**src/rtl/i2s_receiver.sv**
```systemverilog
// I2S slave receiver: oversamples BCLK/LRCLK/SDATA in the clk domain and deserializes
// each stereo frame into {left, right}, delivered as a single-cycle write strobe.
module i2s_receiver #(
    parameter int DATA_BITS   = 24,
    parameter int SYNC_STAGES = 2
) (
    input  logic                     clk,
    input  logic                     reset,
    input  logic                     i_enable,
    input  logic                     i_bclk,
    input  logic                     i_lrclk,
    input  logic                     i_sdata,
    input  logic                     i_full,
    input  logic                     i_clear_errors,
    output logic [2*DATA_BITS-1:0]   o_frame_out,
    output logic                     o_frame_valid,
    output logic                     o_aligned,
    output logic                     o_overflow,
    output logic                     o_slot_error
);

    localparam int CW = $clog2(DATA_BITS + 1);
    localparam logic [CW-1:0] FULL_CNT = CW'(DATA_BITS);
    localparam logic [CW-1:0] LAST_CNT = CW'(DATA_BITS - 1);

    logic [SYNC_STAGES-1:0] r_bclk_sync;
    logic [SYNC_STAGES-1:0] r_lrclk_sync;
    logic [SYNC_STAGES-1:0] r_sdata_sync;
    logic                   r_bclk_d;

    logic                   r_lr_prev;
    logic                   r_aligned;
    logic [CW-1:0]          r_bit_cnt;
    logic [DATA_BITS-2:0]   r_shift;
    logic [DATA_BITS-1:0]   r_left_hold;
    logic                   r_left_ok;
    logic [2*DATA_BITS-1:0] r_frame;
    logic                   r_pend;
    logic                   r_overflow;
    logic                   r_slot_error;

    logic                   w_bclk_s;
    logic                   w_lrclk_s;
    logic                   w_sdata_s;
    logic                   w_rise;
    logic                   w_act;
    logic                   w_slot_start;
    logic                   w_capture;
    logic                   w_last_bit;
    logic                   w_short;
    logic                   w_emit;
    logic                   w_write;
    logic [DATA_BITS-1:0]   w_word;

    always_ff @(posedge clk) begin
        if (reset) begin
            r_bclk_sync  <= '0;
            r_lrclk_sync <= '0;
            r_sdata_sync <= '0;
            r_bclk_d     <= 1'b0;
        end else begin
            r_bclk_sync  <= {r_bclk_sync[SYNC_STAGES-2:0], i_bclk};
            r_lrclk_sync <= {r_lrclk_sync[SYNC_STAGES-2:0], i_lrclk};
            r_sdata_sync <= {r_sdata_sync[SYNC_STAGES-2:0], i_sdata};
            r_bclk_d     <= w_bclk_s;
        end
    end

    assign w_bclk_s     = r_bclk_sync[SYNC_STAGES-1];
    assign w_lrclk_s    = r_lrclk_sync[SYNC_STAGES-1];
    assign w_sdata_s    = r_sdata_sync[SYNC_STAGES-1];
    assign w_rise       = w_bclk_s & ~r_bclk_d;
    assign w_act        = i_enable & w_rise;

    // A change of LRCLK marks the delay bit of a new slot; it carries no data.
    assign w_slot_start = w_lrclk_s != r_lr_prev;
    assign w_capture    = ~w_slot_start & r_aligned & (r_bit_cnt < FULL_CNT);
    assign w_last_bit   = w_capture & (r_bit_cnt == LAST_CNT);
    assign w_word       = {r_shift, w_sdata_s};
    assign w_short      = w_act & w_slot_start & r_aligned & (r_bit_cnt < FULL_CNT);
    assign w_emit       = w_act & w_last_bit & w_lrclk_s & r_left_ok;

    always_ff @(posedge clk) begin
        if (reset) begin
            r_lr_prev   <= 1'b0;
            r_aligned   <= 1'b0;
            r_bit_cnt   <= '0;
            r_shift     <= '0;
            r_left_hold <= '0;
            r_left_ok   <= 1'b0;
            r_frame     <= '0;
            r_pend      <= 1'b0;
        end else if (!i_enable) begin
            r_lr_prev   <= 1'b0;
            r_aligned   <= 1'b0;
            r_bit_cnt   <= '0;
            r_left_ok   <= 1'b0;
            r_pend      <= 1'b0;
        end else begin
            r_pend <= w_emit;
            if (w_rise) begin
                r_lr_prev <= w_lrclk_s;
                if (w_slot_start) begin
                    if (w_short) begin
                        r_left_ok <= 1'b0;
                    end
                    r_bit_cnt <= '0;
                    if (!w_lrclk_s) begin
                        r_aligned <= 1'b1;
                    end
                end else if (w_capture) begin
                    r_shift   <= w_word[DATA_BITS-2:0];
                    r_bit_cnt <= r_bit_cnt + 1'b1;
                    if (w_last_bit) begin
                        if (!w_lrclk_s) begin
                            r_left_hold <= w_word;
                            r_left_ok   <= 1'b1;
                        end else if (r_left_ok) begin
                            r_frame   <= {r_left_hold, w_word};
                            r_left_ok <= 1'b0;
                        end
                    end
                end
            end
        end
    end

    // The frame register is always refreshed; only the strobe is withheld when full.
    assign w_write = r_pend & i_enable;

    always_ff @(posedge clk) begin
        if (reset) begin
            r_overflow   <= 1'b0;
            r_slot_error <= 1'b0;
        end else begin
            if (w_write & i_full) begin
                r_overflow <= 1'b1;
            end else if (i_clear_errors) begin
                r_overflow <= 1'b0;
            end
            if (w_short) begin
                r_slot_error <= 1'b1;
            end else if (i_clear_errors) begin
                r_slot_error <= 1'b0;
            end
        end
    end

    assign o_frame_out   = r_frame;
    assign o_frame_valid = w_write & ~i_full;
    assign o_aligned     = r_aligned;
    assign o_overflow    = r_overflow;
    assign o_slot_error  = r_slot_error;

endmodule

```
**config.mk**
```make
export PLATFORM = sky130hd
export DESIGN_NAME = i2s_receiver
export DESIGN_NICKNAME = d
export VERILOG_FILES = /design/src/rtl/i2s_receiver.sv
export SDC_FILE = /design/constraint.sdc
export NUM_CORES = 1
export LEC_CHECK = 0
export ABC_AREA = 0
export CAP_MARGIN = 15
export CORE_AREA = 4 4 108 110
export CTS_CLUSTER_DIAMETER = 120
export DETAILED_ROUTE_END_ITERATION = 12
export DIE_AREA = 0 0 112 114
export PLACE_DENSITY = 0.66
export SLEW_MARGIN = 10
export SYNTH_ARGS = -nofsm -noshare
export SYNTH_HDL_FRONTEND = slang
export SYNTH_SLANG_ARGS = --single-unit
```
**constraint.sdc**
```tcl
create_clock -name clk -period 2.5 [get_ports clk]
set_input_delay 0.5 -clock clk [delete_from_list [all_inputs] [get_ports clk]]
set_output_delay 0.5 -clock clk [all_outputs]
set_load 0.05 [all_outputs]
```
### Yosys cells after proc, flatten, opt, wreduce, memory -nomap -nowiden

Index checks and enable logic that the tools add are counted.

* $add $sub $neg: 1
* $lt $le $gt $ge: 1
* eq/ne operators: 3
* multiplexer cells: 10
* bitwise gates (word level): 19
* reduce and logical (&&, ||, !) cells: 11

Operators by type and width (number)
* $and A1 B1 Y1: 14
* $mux W5: 2
* $mux W1: 8
* $reduce_and A4 Y1: 2
* $reduce_bool A2 Y1: 4
* $reduce_and A7 Y1: 1
* $reduce_and A6 Y1: 1
* $add A5 B1 Y5 const B: 1
* $eq A5 B5 Y1 const B: 1
* $lt A5 B5 Y1 const B: 1
* $not A1 Y1: 5
* $reduce_and A3 Y1: 1
* $ne A2 B1 Y1 const B: 1
* $reduce_and A2 Y1: 1
* $reduce_or A2 Y1: 1
* $ne A1 B1 Y1: 1

* bits in registers: 113
* input port bits: 8
* output and inout port bits: 52

### Longest topological paths before layout

* word-level depth: 8
* gate-level depth with buffers: 9
* gate-level depth less buffers: 6

### Least setup slack after synthesis

No wires, ideal clock.

* kind: register to register
* start point: register r_lrclk_sync[1]
* end point: register r_frame[39], in the netlist o_frame_out[39]
* setup time: 132 ps
* data arrival time: 2037 ps
* data required time: 2368 ps
* path slack: 331 ps
* stages on the path, launching flop included: 10
* path buffers: 3
* clock period less this slack: 2169 ps
* path through: dfxtp_1 inv_1 ha_1 buf_4 nand4b_4 or4_4 buf_6 buf_6 nand2_1 a21oi_1

* longest elaborated chain between the ends: 6

Ends and longest elaborated chain
* start, declared: line 27 `logic [SYNC_STAGES-1:0] r_lrclk_sync;`
* start signal, assigned: line 63 `r_lrclk_sync <= {r_lrclk_sync[SYNC_STAGES-2:0], i_lrclk};`
* $ne A1 B1 Y1: line 76 `assign w_slot_start = w_lrclk_s != r_lr_prev;`
* $not A1 Y1 (no source line)
* $and A1 B1 Y1 (2 in a row): line 77 `assign w_capture = ~w_slot_start & r_aligned & (r_bit_cnt < FULL_CNT);`
* $and A1 B1 Y1: line 78 `assign w_last_bit = w_capture & (r_bit_cnt == LAST_CNT);`
* $reduce_and A7 Y1 (no source line) (*)
* end signal, assigned: line 119 `r_frame <= {r_left_hold, w_word};`
* end, declared: line 37 `logic [2*DATA_BITS-1:0] r_frame;`

Every way passes the cells marked *; elsewhere a longest branch is shown, timed or not.
A chain may end at the register's enable or synchronous reset.

### Final worst setup path

* start point: register r_lrclk_sync[1]
* end point: register r_frame[40], in the netlist o_frame_out[40]

The elaborated chain is that of the path after synthesis.

==> reports/summary.md <==
The run finished with clean final reports. Excluding fillers, the count of instances in the completed layout stands at 675. Setup violations remaining at the end of the flow were counted as 0. Combinational logic is responsible for 1.5% of the overall power. The number of core rows is 38. Counting flops and latches in the post-synthesis netlist gives 113. Sequential cells burn 43.9% of the power. The final cycle utilization of the critical path came out at 93.27%. The run gives 0.0003817 V as the peak supply drop. The number of instances in the synthesized netlist is 468, and the final net count is 532.

Cells with a size suffix above 1 make up 8.224% of the layout. STA puts the critical path data arrival time at 2700 ps. In this run the critical register-to-register path is captured at o_frame_out[40]. Net switching is 20.22% of the power. The post-detailed-route DRC marker count was 0; the number of maximum-capacitance violations was 0. For the global-route usage over all layers, the log shows 14.35%. The run gives 12.27 ps as the clock skew after layout. The synthesized design spends more area on one cell type than any other, namely dfxtp_1. Among all flip-flop cells after synthesis, the most frequent one is dfxtp_1. The number of antenna repair diodes was 0; the total standard cell area after synthesis was 4079 µm². The number of placed instances, taps included, is 642. The tools report the TritonCTS buffer count as 17. The first routing iteration left 156 violations. For this run, asynchronously set or reset flops after synthesis account for 0%.

The clock root buffer is clkbuf_8. After synthesis, flip-flops and latches occupy 55.46% of the total area. The clock slew at the register clock pins of the worst setup and hold paths is 60 ps, and the fill cell instance count of the final layout is 1031.

Registers take 2262 µm². The weighted congestion at the end of routability-driven global placement was 0.7499; the transition time of the tightest slew-check pin was 710.1 ps. The run gives 113 as the number of sinks driven by the clock tree. The worst setup path is captured at a flop.

Number of buffers between clock root and the deepest sink: 2. The instance count along the most critical hold path came out at 2. The number of slew-limit violations in the final report is 0. The clock tree synthesis step divided the H-tree into 4 levels. TritonCTS built the clock tree. Setup repair after global routing left no endpoint under its margin.

Dividing the synthesized area by the synthesized cell count gives 8.716 µm². The largest net degree at the start of global routing came out at 64. The relative slew slack is 52.57%. The leading cell type by number of instances after synthesis is nand2_1.

The number of nets in the synthesized netlist is 478. Buffers added to address setup during post-CTS repair amount to 0. The count of nets left with antenna violations once routing finished came out at 0.

Once layout is complete, the utilization of the core stands at 50.00%. For this design the total switching power over the nets is 833.9 µW. The floorplan step defined a die boundary enclosing 12770 µm². Dividing the detail-routed via count by the number of cells gives 4.742.

For the worst setup path, the data required time is 2870 ps. Global routing finished with a remaining overflow of 0. The power density of the placed cells works out to 771.0 nW/µm². The worst hold path begins at reset. The total iterations of the first detailed-routing run came out at 5.

The leakage power figure is 1.815 nW, and the post-layout worst setup margin is 168.1 ps. The clock network burns 54.6% of the power. The count of final hold-check violations came out at 0.

The number of input and output port buffers inserted is 59. The initial utilization of the core area, before any placement, comes to 38.13%. STA classifies the critical path startpoint as a flop. The first global-routing pass estimated 14.84 mm of wire. Counting instances in the post-synthesis netlist gives the leading cell types as 149 x nand2_1, 113 x dfxtp_1, 74 x a21oi_1.

The internal portion of the total power is 3.290 mW. The path type of the worst setup path is flop to flop. The core region is 10700 µm². The worst-skew pair later-pin latency is 510 ps, and the die extent in x is 112 µm. In this run the vertical extent of the chip is 114 µm. The via count of the first global-routing pass came out at 3139.

The count of warnings emitted by yosys came out at 0. The relative area change from synthesis to final layout was 31.13%. By area the synthesized netlist is led by dfxtp_1 55%, nand2_1 14%, a21oi_1 9.1%. Dividing the detail-routed wire length by the instance count gives 13.36 µm. The maximum clock frequency was 0.4288 GHz; the number of enable flip-flop cells after synthesis was 0.

The tightest min-delay check is of the primary input to flop type. During I/O placement, the number of pins put on the boundary was 60. Across all layers, the routed design uses 3201 vias. The count of distinct cell types in the synthesized netlist was 32; the summed negative setup slack over all endpoints was 0 ps. Register-to-register setup slack: 170 ps. The post-route minimum period is 2332 ps. The number of antenna violations at the first check in global routing is 0, and the area of the multi-input gates is 1645 µm².

The worst register-to-register path begins at r_lrclk_sync[1]. For the worst flop-to-flop path, the logic depth is 6. The final layout contains routed wiring with a total length of 9.018 mm. Of the post-synthesis cell area, the dominant cell type holds 55.46%. The path with the worst hold slack has its endpoint at o_overflow. The HPWL after detailed placement is 5.288 mm, and the peak fanout along the critical path is 24.

Before CTS, the worst setup slack after placement is 116.9 ps.
placed cells by master (no fill, tap or decap), types with 5 or more instances in the layout:
cell type | Yosys | layout
nor2b_1 | 9 | 9
a21oi_1 | 74 | 74
nand2_1 | 149 | 149
clkbuf_16 | 0 | 16
clkinv_2 | 0 | 5
clkdlybuf4s50_1 | 0 | 57
nor2_1 | 33 | 33
dfxtp_1 | 113 | 113
buf_4 | 3 | 5
mux2i_1 | 26 | 26
how the worst max path moves through the flow:
stage / from / endpoint / cells after the start
floorplan: r_lrclk_sync[1] / o_frame_out[39] / 9
global placement: r_lrclk_sync[1] / o_frame_out[23] / 6
CTS: r_lrclk_sync[1] / o_frame_out[23] / 6
finish: r_lrclk_sync[1] / o_frame_out[40] / 6
global route: r_lrclk_sync[1] / o_frame_out[22] / 6
detailed placement: r_lrclk_sync[1] / o_frame_out[40] / 6
sequential cells by signal, indices dropped and copies added (netlist names), 2 cells and up:
register and count:
r_bclk_sync 2, r_lrclk_sync 2, r_sdata_sync 2, r_left_hold 24, o_frame_out 48, r_shift 23
r_bit_cnt 5
repair_timing:
action                     4_1_cts  5_1_grt
hold buffers                     0        0
setup endpoints to repair        0       48
gates resized for setup          0        1
cell families after synthesis:
kind of cell	synth area share [%]
muxes	6.380
adders and majority gates	0.6134
buffers and inverters	4.693
and+or+nand+nor	21.84
xor gates and xnor gates	0.6443
AOI/OAI and AO/OA	10.37
DFF	55.46
metrics by stage:
step	instance area (µm²)	power, mW	hold WS (ps)
final	5349	4.124	423.7
after global routing	5349	4.267	445.6
after CTS	5338	4.171	408.9
after detailed placement	4775	1.908	426.6
after global placement	4775	1.907	424.6
after floorplan	4079	1.887	413.8
worst max-delay path, stage by stage (launching register included):
cell and delay [ps]:
dfxtp_1 450, inv_1 120, ha_1 430, nand4b_4 300
or4_4 710, nand2_1 130, a21oi_1 60
cell type report:
type,count,share of cell area [%]
well taps,140,3.275
clock buffers,22,8.468
flip-flops and latches,113,42.29
inverters,4,0.2807
repair buffers,66,12.87
clock inverters,10,2.058
multi-input cells,320,30.76
layer usage:
| layer | track usage [%] | vias up | wire length, µm |
|---|---|---|---|
| met5 | 0 | - | 0 |
| met4 | 5.449 | 0 | 116 |
| met3 | 4.775 | 13 | 405 |
| met2 | 24.22 | 68 | 4348 |
| met1 | 17.04 | 1476 | 4148 |
| li1 | - | 1644 | - |
power by group through the flow:
stage	clock network, mW	logic [mW]	registers, mW
2_1_floorplan	0	0.0392	1.85
3_5_place_dp	0	0.0600	1.85
4_1_cts	2.30	0.0611	1.81
3_3_place_gp	0	0.0588	1.85
5_1_grt	2.39	0.0672	1.81
6_report	2.25	0.0609	1.81
No activity file was read; power rests on OpenSTA's default activity.
